===== src/rtl/matrix_loader_pkg.sv =====
// Shared types and helpers for the matrix loader: FSM states, cfg_len slice width,
// and the length-to-beat conversion.
package matrix_loader_pkg;

    typedef enum logic [1:0] {
        StIdle,
        StSel,
        StLoad,
        StFin
    } state_e;

    // Each per-channel length field is one bit wider than the address so 2**AW fits.
    function automatic int unsigned len_w(input int unsigned aw);
        return aw + 1;
    endfunction

    // Two words per beat; an odd length rounds up to a final half-used beat.
    function automatic int unsigned beats_of(input int unsigned len);
        return (len + 1) / 2;
    endfunction

endpackage


===== src/rtl/matrix_loader_pair_addr_counter.sv =====
// Beat counter for one channel fill: yields the even/odd word address pair of the
// current beat and flags the beat that reaches the target beat count.
module pair_addr_counter #(
    parameter int unsigned AW = 14
) (
    input  logic          clk,
    input  logic          reset,
    input  logic          i_clear,
    input  logic          i_en,
    input  logic [AW-1:0] i_target,
    output logic [AW-1:0] o_addr_even,
    output logic [AW-1:0] o_addr_odd,
    output logic          o_last
);

    logic [AW-1:0] r_k;

    always_ff @(posedge clk or posedge reset) begin
        if (reset) begin
            r_k <= '0;
        end else if (i_clear) begin
            r_k <= '0;
        end else if (i_en) begin
            r_k <= r_k + 1'b1;
        end
    end

    assign o_addr_even = {r_k[AW-2:0], 1'b0};
    assign o_addr_odd  = {r_k[AW-2:0], 1'b1};
    assign o_last      = (({1'b0, r_k} + 1'b1) == {1'b0, i_target});

endmodule


===== src/rtl/matrix_loader.sv =====
// Streams two-word beats into NCH dual-port RAM channels in order, lane 0 on port A
// (even addresses) and lane 1 on port B (odd). Define MATRIX_LOADER_CHECKSUM_EN for the word sum.
module matrix_loader
    import matrix_loader_pkg::*;
#(
    parameter int unsigned NCH = 3,
    parameter int unsigned DW  = 32,
    parameter int unsigned AW  = 14
) (
    input  logic                     clk,
    input  logic                     reset,
    input  logic                     i_start,
    input  logic [NCH*(AW+1)-1:0]    i_cfg_len,
    input  logic                     i_in_valid,
    output logic                     o_in_ready,
    input  logic [DW-1:0]            i_in_data0,
    input  logic [DW-1:0]            i_in_data1,
    output logic [NCH-1:0]           o_wea,
    output logic [NCH*AW-1:0]        o_addra,
    output logic [NCH*DW-1:0]        o_dina,
    output logic [NCH-1:0]           o_web,
    output logic [NCH*AW-1:0]        o_addrb,
    output logic [NCH*DW-1:0]        o_dinb,
    output logic                     o_busy,
    output logic                     o_done,
    output logic [DW-1:0]            o_checksum
);

    localparam int unsigned LW = len_w(AW);
    localparam int unsigned CW = $clog2(NCH + 1);

    state_e        r_state, w_state_d;
    logic [LW-1:0] r_len [NCH];
    logic [CW-1:0] r_ch, w_ch_d;
    logic [LW-1:0] w_cur_len;
    logic [AW-1:0] w_target;
    logic          w_found;
    logic [CW-1:0] w_next_ch;
    logic          w_start_acc;
    logic          w_fire;
    logic          w_last;
    logic          w_odd_tail;
    logic [AW-1:0] w_addr_even, w_addr_odd;

    logic          r_we_a, r_we_b;
    logic [CW-1:0] r_wr_ch;
    logic [AW-1:0] r_addr_a, r_addr_b;
    logic [DW-1:0] r_din_a, r_din_b;

    assign w_start_acc = (r_state == StIdle) && i_start;
    assign o_in_ready  = (r_state == StLoad);
    assign w_fire      = o_in_ready && i_in_valid;
    assign w_odd_tail  = w_last && w_cur_len[0];
    assign o_busy      = (r_state == StSel) || (r_state == StLoad);
    assign o_done      = (r_state == StFin);

    always_comb begin
        w_cur_len = '0;
        for (int i = 0; i < NCH; i++) begin
            if (r_ch == CW'(i)) w_cur_len = r_len[i];
        end
    end

    assign w_target = AW'(beats_of(32'(w_cur_len)));

    // First nonzero-length channel at or after the current index.
    always_comb begin
        w_found   = 1'b0;
        w_next_ch = r_ch;
        for (int i = 0; i < NCH; i++) begin
            if (!w_found && (CW'(i) >= r_ch) && (r_len[i] != '0)) begin
                w_found   = 1'b1;
                w_next_ch = CW'(i);
            end
        end
    end

    always_comb begin
        w_state_d = r_state;
        w_ch_d    = r_ch;
        unique case (r_state)
            StIdle: begin
                if (i_start) begin
                    w_state_d = StSel;
                    w_ch_d    = '0;
                end
            end
            StSel: begin
                if (w_found) begin
                    w_state_d = StLoad;
                    w_ch_d    = w_next_ch;
                end else begin
                    w_state_d = StFin;
                end
            end
            StLoad: begin
                if (w_fire && w_last) begin
                    w_state_d = StSel;
                    w_ch_d    = r_ch + 1'b1;
                end
            end
            StFin:   w_state_d = StIdle;
            default: w_state_d = StIdle;
        endcase
    end

    always_ff @(posedge clk or posedge reset) begin
        if (reset) begin
            r_state <= StIdle;
            r_ch    <= '0;
            for (int i = 0; i < NCH; i++) r_len[i] <= '0;
        end else begin
            r_state <= w_state_d;
            r_ch    <= w_ch_d;
            if (w_start_acc) begin
                for (int i = 0; i < NCH; i++) r_len[i] <= i_cfg_len[i*LW +: LW];
            end
        end
    end

    pair_addr_counter #(
        .AW (AW)
    ) u_pair_addr_counter (
        .clk         (clk),
        .reset       (reset),
        .i_clear     (r_state != StLoad),
        .i_en        (w_fire),
        .i_target    (w_target),
        .o_addr_even (w_addr_even),
        .o_addr_odd  (w_addr_odd),
        .o_last      (w_last)
    );

    always_ff @(posedge clk or posedge reset) begin
        if (reset) begin
            r_we_a   <= 1'b0;
            r_we_b   <= 1'b0;
            r_wr_ch  <= '0;
            r_addr_a <= '0;
            r_addr_b <= '0;
            r_din_a  <= '0;
            r_din_b  <= '0;
        end else begin
            r_we_a <= w_fire;
            r_we_b <= w_fire && !w_odd_tail;
            if (w_fire) begin
                r_wr_ch  <= r_ch;
                r_addr_a <= w_addr_even;
                r_addr_b <= w_addr_odd;
                r_din_a  <= i_in_data0;
                r_din_b  <= i_in_data1;
            end
        end
    end

    // Only the written channel sees nonzero address/data, and only in its strobe cycle.
    always_comb begin
        o_wea   = '0;
        o_web   = '0;
        o_addra = '0;
        o_addrb = '0;
        o_dina  = '0;
        o_dinb  = '0;
        for (int i = 0; i < NCH; i++) begin
            if (r_wr_ch == CW'(i)) begin
                o_wea[i] = r_we_a;
                o_web[i] = r_we_b;
                if (r_we_a) begin
                    o_addra[i*AW +: AW] = r_addr_a;
                    o_dina[i*DW +: DW]  = r_din_a;
                end
                if (r_we_b) begin
                    o_addrb[i*AW +: AW] = r_addr_b;
                    o_dinb[i*DW +: DW]  = r_din_b;
                end
            end
        end
    end

`ifdef MATRIX_LOADER_CHECKSUM_EN
    logic [DW-1:0] r_sum;

    always_ff @(posedge clk or posedge reset) begin
        if (reset) begin
            r_sum <= '0;
        end else if (w_start_acc) begin
            r_sum <= '0;
        end else if (w_fire) begin
            r_sum <= r_sum + i_in_data0 + (w_odd_tail ? '0 : i_in_data1);
        end
    end

    assign o_checksum = r_sum;
`else
    assign o_checksum = '0;
`endif

endmodule

===== config.mk =====
export PLATFORM = sky130hd
export DESIGN_NAME = matrix_loader
export DESIGN_NICKNAME = d
export VERILOG_FILES = /design/src/rtl/matrix_loader_pkg.sv /design/src/rtl/matrix_loader_pair_addr_counter.sv /design/src/rtl/matrix_loader.sv
export SDC_FILE = /design/constraint.sdc
export NUM_CORES = 1
export LEC_CHECK = 0
export CAP_MARGIN = 20
export CELL_PAD_IN_SITES_DETAIL_PLACEMENT = 0
export CELL_PAD_IN_SITES_GLOBAL_PLACEMENT = 1
export CORE_MARGIN = 1.5
export CORE_UTILIZATION = 33
export DETAILED_ROUTE_END_ITERATION = 8
export PLACE_DENSITY = 0.92
export SYNTH_ARGS = -nofsm -noshare
export SYNTH_HDL_FRONTEND = slang
export SYNTH_SLANG_ARGS = --single-unit

===== constraint.sdc =====
create_clock -name clk -period 14 [get_ports clk]
set_clock_uncertainty 0.2 [all_clocks]
set_input_delay 2.1 -clock clk [delete_from_list [all_inputs] [get_ports clk]]
set_output_delay 2.1 -clock clk [all_outputs]
set_load 0.005 [all_outputs]

==> out/results.txt, run 1 <==
Status: complete, no violations
Global router's overall resource usage: 20.1%
H-tree depth: 4
Setup Viol. Count Final: 0
Post-CTS setup buffers: 0
DR vias/cell: 4.64
CTS tree: yes
WL per Instance: 17.8 µm
R2r startpoint: r_ch[1]$_DFFE_PP0P_
Hold Violations, Final: 0
Worst slew pin tran: 1.04 ns
Synth Flop Type: dfrtp_1
CTS root buffer: clkbuf_16
Critical path, cell by cell: nor3b_2, buf_4, and2_1, clkdlybuf4s50_1
ANT nets after route: 0
Num Clock Sinks: 145
FF+latch count, synth: 145
Critical Path Source: r_wr_ch[0]$_DFFE_PP0P_
Fin crit share: 37.3%
Die W: 168 µm
Max layer used: met5
CP Depth: 4
Ys Warns: 0
Crit-path max FO: 34
Relative slew slack: 30.0%
Dpl ws: 9.08 ns
Remaining global-route overflow: 0
Largest net degree at the start of global routing: 92
Slowest CP cell: nor3b_2
Worst min path class: reg2reg
Die area: 28,300 µm²
Worst r2r path cells: 14
Number of flops mapped to enable cells by yosys: 0
Via count: 7,508
Yosys cell types: 51
Post-Syn Instances: 896
Met2 WL: 14,600 µm
Crit Path Category: reg2out
PnR worst setup slack: 8.77 ns
Maximum clock frequency: 0.191 GHz
Post-CTS sizing: 0
Metal-1 WL: 12,200 µm
Vias in the first global route: 7,210
Initial Util: 33.5%
Post-layout util: 51.0%
Final GP Congestion: 0.814
Final max-slew violation count: 0
DRC: 0
Most common cell after layout, fill and taps aside: clkdlybuf4s50_1
Critical Path AT: 2.93 ns
Post-CTS Hold Buffers: 0
Post-route minimum period: 5.23 ns
P&R area growth vs syn: 52.2%
1st-iter DRT viols: 367
Syn avg cell area: 10.1 µm²
CTS Buffer Depth: 2
Most frequent cells in the layout: 394 x clkdlybuf4s50_1, 274 x and2_1, 145 x dfrtp_1
Port Buffers: 394
Crit-path leading delay family: simple AND/OR/NAND/NOR gates
CP startpoint kind: flop
Worst vdd ir: 0.0853 mV
NumNets Final: 1,385
Hold WS: 0.342 ns
Sequential element share of the synthesized area: 40.3%
Max-Cap Viols: 0
Critical Path End: o_dina[4]
RSZ-0062 raised after global routing: no
CP Buf/Inv Count: 2
Boundary pin count: 430
Setup total negative slack: 0 ns
CP peak stage delay: 0.89 ns
RR Endpoint: r_ch[0]$_DFFE_PP0P_
Cts bufs inserted: 17
P_leak: 5.48 nW
Worst-Skew Late Latency: 0.42 ns
Initial antenna violation count: 4
CORE AREA: 26,900 µm²
Post-synthesis cell area: 9010 µm²
HPWL after DPL: 22,000 µm
Reg clk slew, reported paths: 0.06 ns
First-pass GRT wire length: 43,500 µm
Fraction of layout cells with a size suffix above 1: 14.9%
Routed wire length: 28,700 µm
DIE HEIGHT: 168 µm
Required time of the critical path: 11.70 ns
Endpoint class of the critical path: output port
Ys async rst share: 100%
PD cells: 147 nW/µm²
Met3 wire length: 1530 µm
R2R setup slack: 9.62 ns
Drt first pass iters: 4
Std cell rows: 60
==> through the flow <==
stage,instance area [µm²],std cells,power (mW)
3_3_place_gp,13100,1584,1.52
2_1_floorplan,9140,930,1.26
5_1_grt,13700,1616,2.14
3_5_place_dp,13100,1584,1.55
6_report,13700,1617,2.02
4_1_cts,13700,1615,2.03
==> cells by family after synthesis <==
group / count (synthesis) / share of synthesized area, %
AO/OA/AOI/OAI: 52 / 3.88
XOR/XNOR: 47 / 4.74
adder cells (fa/ha/maj): 10 / 1.39
buffers and inverters: 99 / 6.01
flip-flops: 145 / 40.3
multiplexers: 125 / 15.6
other: 1 / 0.0416
AND/OR/NAND/NOR: 417 / 28.1
==> worst min path at each step <==
stage                                       start                       to  slack (ns)  cells after the start
after global routing        r_len[31]$_DFFE_PP0P_    r_len[31]$_DFFE_PP0P_        0.36                      1
after detailed placement    r_len[16]$_DFFE_PP0P_    r_len[16]$_DFFE_PP0P_        0.33                      1
after floorplan           r_addr_b[0]$_DFFE_PP0P_  r_addr_b[0]$_DFFE_PP0P_        0.25                      1
final                       r_len[31]$_DFFE_PP0P_    r_len[31]$_DFFE_PP0P_        0.34                      1
after CTS                   r_len[16]$_DFFE_PP0P_    r_len[16]$_DFFE_PP0P_        0.34                      1
after global placement    r_din_a[24]$_DFFE_PP0P_  r_din_a[24]$_DFFE_PP0P_        0.31                      1
==> flip-flops by register name (all words and copies together) (netlist names) <==
signal,cells
r_addr_b,14
r_ch,2
r_din_a,32
r_din_b,32
r_len,45
r_state,2
r_we_a,1
r_we_b,1
r_wr_ch,2
u_pair_addr_counter.r_k,14
==> synthesized netlist by cell type, types with 12 or more instances <==
| master | n | area (µm²) |
|---|---|---|
| a21oi_1 | 20 | 100 |
| and2_1 | 274 | 1710 |
| buf_4 | 40 | 300 |
| clkbuf_1 | 41 | 154 |
| dfrtp_1 | 145 | 3630 |
| mux2_2 | 121 | 1360 |
| nand2_1 | 28 | 105 |
| nand3b_1 | 13 | 97.6 |
| nor2_1 | 23 | 86.3 |
| nor3_1 | 14 | 70.1 |
| nor4_1 | 12 | 75.1 |
| xnor2_1 | 31 | 272 |
| xor2_1 | 14 | 123 |
==> report_power, final <==
group | internal (mW) | switching, mW | leakage, nW
Clock | 0.288 | 0.189 | 0.292
Combinational | 0.414 | 0.348 | 3.40
Sequential | 0.592 | 0.185 | 1.79
==> layer usage <==
layer | vias to the layer above | global-route usage [%]
met1 | 3604 | 24.9
met4 | 4 | 4.35
met2 | 237 | 35.5
met3 | 29 | 4.75
met5 | - | 0
li1 | 3634 | -
==> layout make-up <==
cell class	count	area, µm²
Clock buffer	18	439
Sequential cell	145	3630
Timing Repair Buffer	402	4000
Clock inverter	13	176
Inverter	10	43.8
Tap cell	341	427
Fill cell	2481	13200
Multi-Input combinational cell	686	4980
Antenna cell	2	5.00
Note: power is estimated with default switching activity, not from simulation.
==> run 2: changes to the inputs <==
--- a/config.mk
+++ b/config.mk
@@ -9,9 +9,9 @@
 export CELL_PAD_IN_SITES_DETAIL_PLACEMENT = 0
 export CELL_PAD_IN_SITES_GLOBAL_PLACEMENT = 1
 export CORE_MARGIN = 1.5
-export CORE_UTILIZATION = 33
+export CORE_UTILIZATION = 30
 export DETAILED_ROUTE_END_ITERATION = 8
-export PLACE_DENSITY = 0.92
+export PLACE_DENSITY = 0.86
 export SYNTH_ARGS = -nofsm -noshare
 export SYNTH_HDL_FRONTEND = slang
 export SYNTH_SLANG_ARGS = --single-unit
==> constraint.sdc (replaced) <==
create_clock -name clk -period 5.1 [get_ports clk]
set_clock_uncertainty 0.2 [all_clocks]
set_input_delay 0.765 -clock clk [delete_from_list [all_inputs] [get_ports clk]]
set_output_delay 0.765 -clock clk [all_outputs]
set_load 0.005 [all_outputs]
==> run 2 against run 1 <==
  * Die area up 9.8%
  * First-iteration DRC count down 34%
  * Worst setup slack worse by 7.8 ns
==> out/results.txt, run 2 (synthesis gave the netlist of run 1 again) <==
Most common cell after layout, fill and taps aside: clkdlybuf4s50_1
CP Buf/Inv Count: 1 (-1)
Crit-path max FO: 30 (-12%)
Registers with the most flip-flops: r_len x45, r_din_a x32, r_din_b x32
Post-layout util: 46.8% (-4.2 points)
Endpoint class of the critical path: flop
Global router's overall resource usage: 18.4% (-1.7 points)
Initial antenna violation count: 2 (-2)
Remaining global-route overflow: 0 (unchanged)
Critical path, cell by cell: inv_1, ha_1, a21oi_1, a21oi_4, ha_1, xor2_1, xnor2_1, o311ai_0, nor3_1, o2111ai_1, nor4_2, a41oi_2, nor3b_2, mux2i_1
DR vias/cell: 4.54 (-2.3%)
Drt first pass iters: 4 (unchanged)
ANT nets after route: 0 (unchanged)
Fin crit share: 80.6%
CP startpoint kind: flop
Initial Util: 30.5% (-3.0 points)
Post-route minimum period: 4.11 ns
P_leak: 5.51 nW (+0.43%)
Worst min path class: reg2reg
Port Buffers: 394 (unchanged)
1st-iter DRT viols: 241 (-34%)
Final GP Congestion: 0.829 (+1.8%)
Psw: 1.95 mW (+170%)
Worst-Skew Late Latency: 0.42 ns (about the same)
Crit-path leading delay family: adder cells
Most frequent cells in the layout: 394 x clkdlybuf4s50_1, 274 x and2_1, 145 x dfrtp_1
Setup Viol. Count Final: 0 (unchanged)
Via count: 7,569 (+0.81%)
Std cell rows: 63 (+5.0%)
Fin area: 13,800 µm² (+0.83%)
P&R area growth vs syn: 53.4%
H-tree depth: 4 (unchanged)
DRC: 0 (unchanged)
Reg clk slew, reported paths: 0.06 ns (about the same)
CP peak stage delay: 0.74 ns (-0.15 ns)
Largest net degree at the start of global routing: 79 (-14%)
Post-CTS Hold Buffers: 0 (unchanged)
CORE AREA: 29,600 µm² (+10%)
Pwr Total: 5.57 mW (+180%)
WL per Instance: 17.5 µm (-1.7%)
Status: complete, no violations
Max-Cap Viols: 0 (unchanged)
Post-CTS setup buffers: 0 (unchanged)
Maximum clock frequency: 0.243 GHz
Hold Violations, Final: 0 (unchanged)
Routed wire length: 29,200 µm (+1.4%)
CTS root buffer: clkbuf_16
CTS Buffer Depth: 2 (unchanged)
PnR worst setup slack: 0.990 ns (-7.78 ns)
NumNets Final: 1,386 (+0.072%)
DIE HEIGHT: 176 µm (+4.8%)
Cell mode on critical path: ha_1
Worst slew pin tran: 1.03 ns (-0.0120 ns)
Int Power: 3.63 mW (+180%)
DP Area: 13,200 µm² (+0.73%)
First-pass GRT wire length: 43,300 µm (-0.48%)
Die area: 31,100 µm² (+9.8%)
PD cells: 403 nW/µm² (+170%)
Max reg flops: 45 (unchanged)
Die W: 176 µm (+4.8%)
CTS tree: yes
Dpl ws: 0.999 ns (-8.08 ns)
Sequential Power Share: 38.2% (-0.4 points)
Slowest CP cell: ha_1
Largest Register: r_len
Vias in the first global route: 7,079 (-1.8%)
Fraction of layout cells with a size suffix above 1: 14.9% (-0.023 points)
Cts bufs inserted: 17 (unchanged)
Clock power share: 24.1% (+0.4 points)
Sw Ratio: 34.9% (-0.88 points)
Combinational Power Share: 37.7% (about the same)
Worst vdd ir: 0.251 mV (+190%)
Post-CTS sizing: 0 (unchanged)
Crit Path Category: reg2reg
HPWL after DPL: 22,200 µm (+0.74%)
RSZ-0062 raised after global routing: no
Relative slew slack: 31.0% (+0.94 points)
Critical Path AT: 4.25 ns (+1.32 ns)
Required time of the critical path: 5.24 ns (-6.46 ns)
Num Clock Sinks: 145 (unchanged)
Boundary pin count: 430 (unchanged)
Setup total negative slack: 0 ns (unchanged)
Final max-slew violation count: 0 (unchanged)
-- run 2: layout make-up --
cell class | count | area, µm²
tap | 390 | 488
antenna | 3 | 7.51
fill | 2816 | 15700
multi-input combinational | 686 | 4980
clock inverter | 9 | 154
inverter | 10 | 43.8
sequential | 145 | 3630
timing repair buffer | 403 | 4040
clock buffer | 23 | 478
-- run 2: per-stage QoR --
step,cells,hold slack (ns)
after floorplan,930,0.254
after global placement,1634,0.314
after detailed placement,1634,0.326
after CTS,1666,0.340
after global routing,1666,0.357
final,1669,0.338
-- run 2: layer usage --
layer  routed length [µm]  part of all wire [%]  vias to the layer above  global-route usage, %
met1                12100                    42                     3626                   22.5
met5                   13                 0.045                        -                      0
met4                  442                   1.5                        2                   4.63
met2                14900                    51                      270                   32.6
met3                 1660                   5.7                       32                   4.07
li1                     -                     -                     3639                      -
-- run 2: power by group through the flow --
stage          Combinational, mW  Clock [mW]  Sequential, mW
2_1_floorplan               1.57           0            1.90
3_3_place_gp                2.07           0            2.12
3_5_place_dp                2.11           0            2.15
4_1_cts                     2.13        1.38            2.13
5_1_grt                     2.29        1.43            2.20
6_report                    2.10        1.34            2.13
-- run 2: final timing paths --
path | startpoint | to | cells after the start | slack (ns)
setup / recovery | r_ch[0]$_DFFE_PP0P_ | r_ch[0]$_DFFE_PP0P_ | 14 | 0.99
hold / removal | r_din_a[30]$_DFFE_PP0P_ | r_din_a[30]$_DFFE_PP0P_ | 1 | 0.34
setup reg to reg | r_ch[0]$_DFFE_PP0P_ | r_ch[0]$_DFFE_PP0P_ | 14 | 0.99
hold reg to reg | r_din_a[30]$_DFFE_PP0P_ | r_din_a[30]$_DFFE_PP0P_ | 1 | 0.34
max in group asynchronous | reset | r_din_b[26]$_DFFE_PP0P_ | 3 | 3.25
min in group asynchronous | reset | r_len[9]$_DFFE_PP0P_ | 2 | 0.59
-- run 2: worst reg2reg max path: stages, from the launching register on --
cell and delay (ns):
dfrtp_1 0.40, inv_1 0.14, ha_1 0.74, a21oi_1 0.19, a21oi_4 0.26, ha_1 0.25, xor2_1 0.18, xnor2_1 0.13
o311ai_0 0.15, nor3_1 0.18, o2111ai_1 0.15, nor4_2 0.33, a41oi_2 0.23, nor3b_2 0.30, mux2i_1 0.22
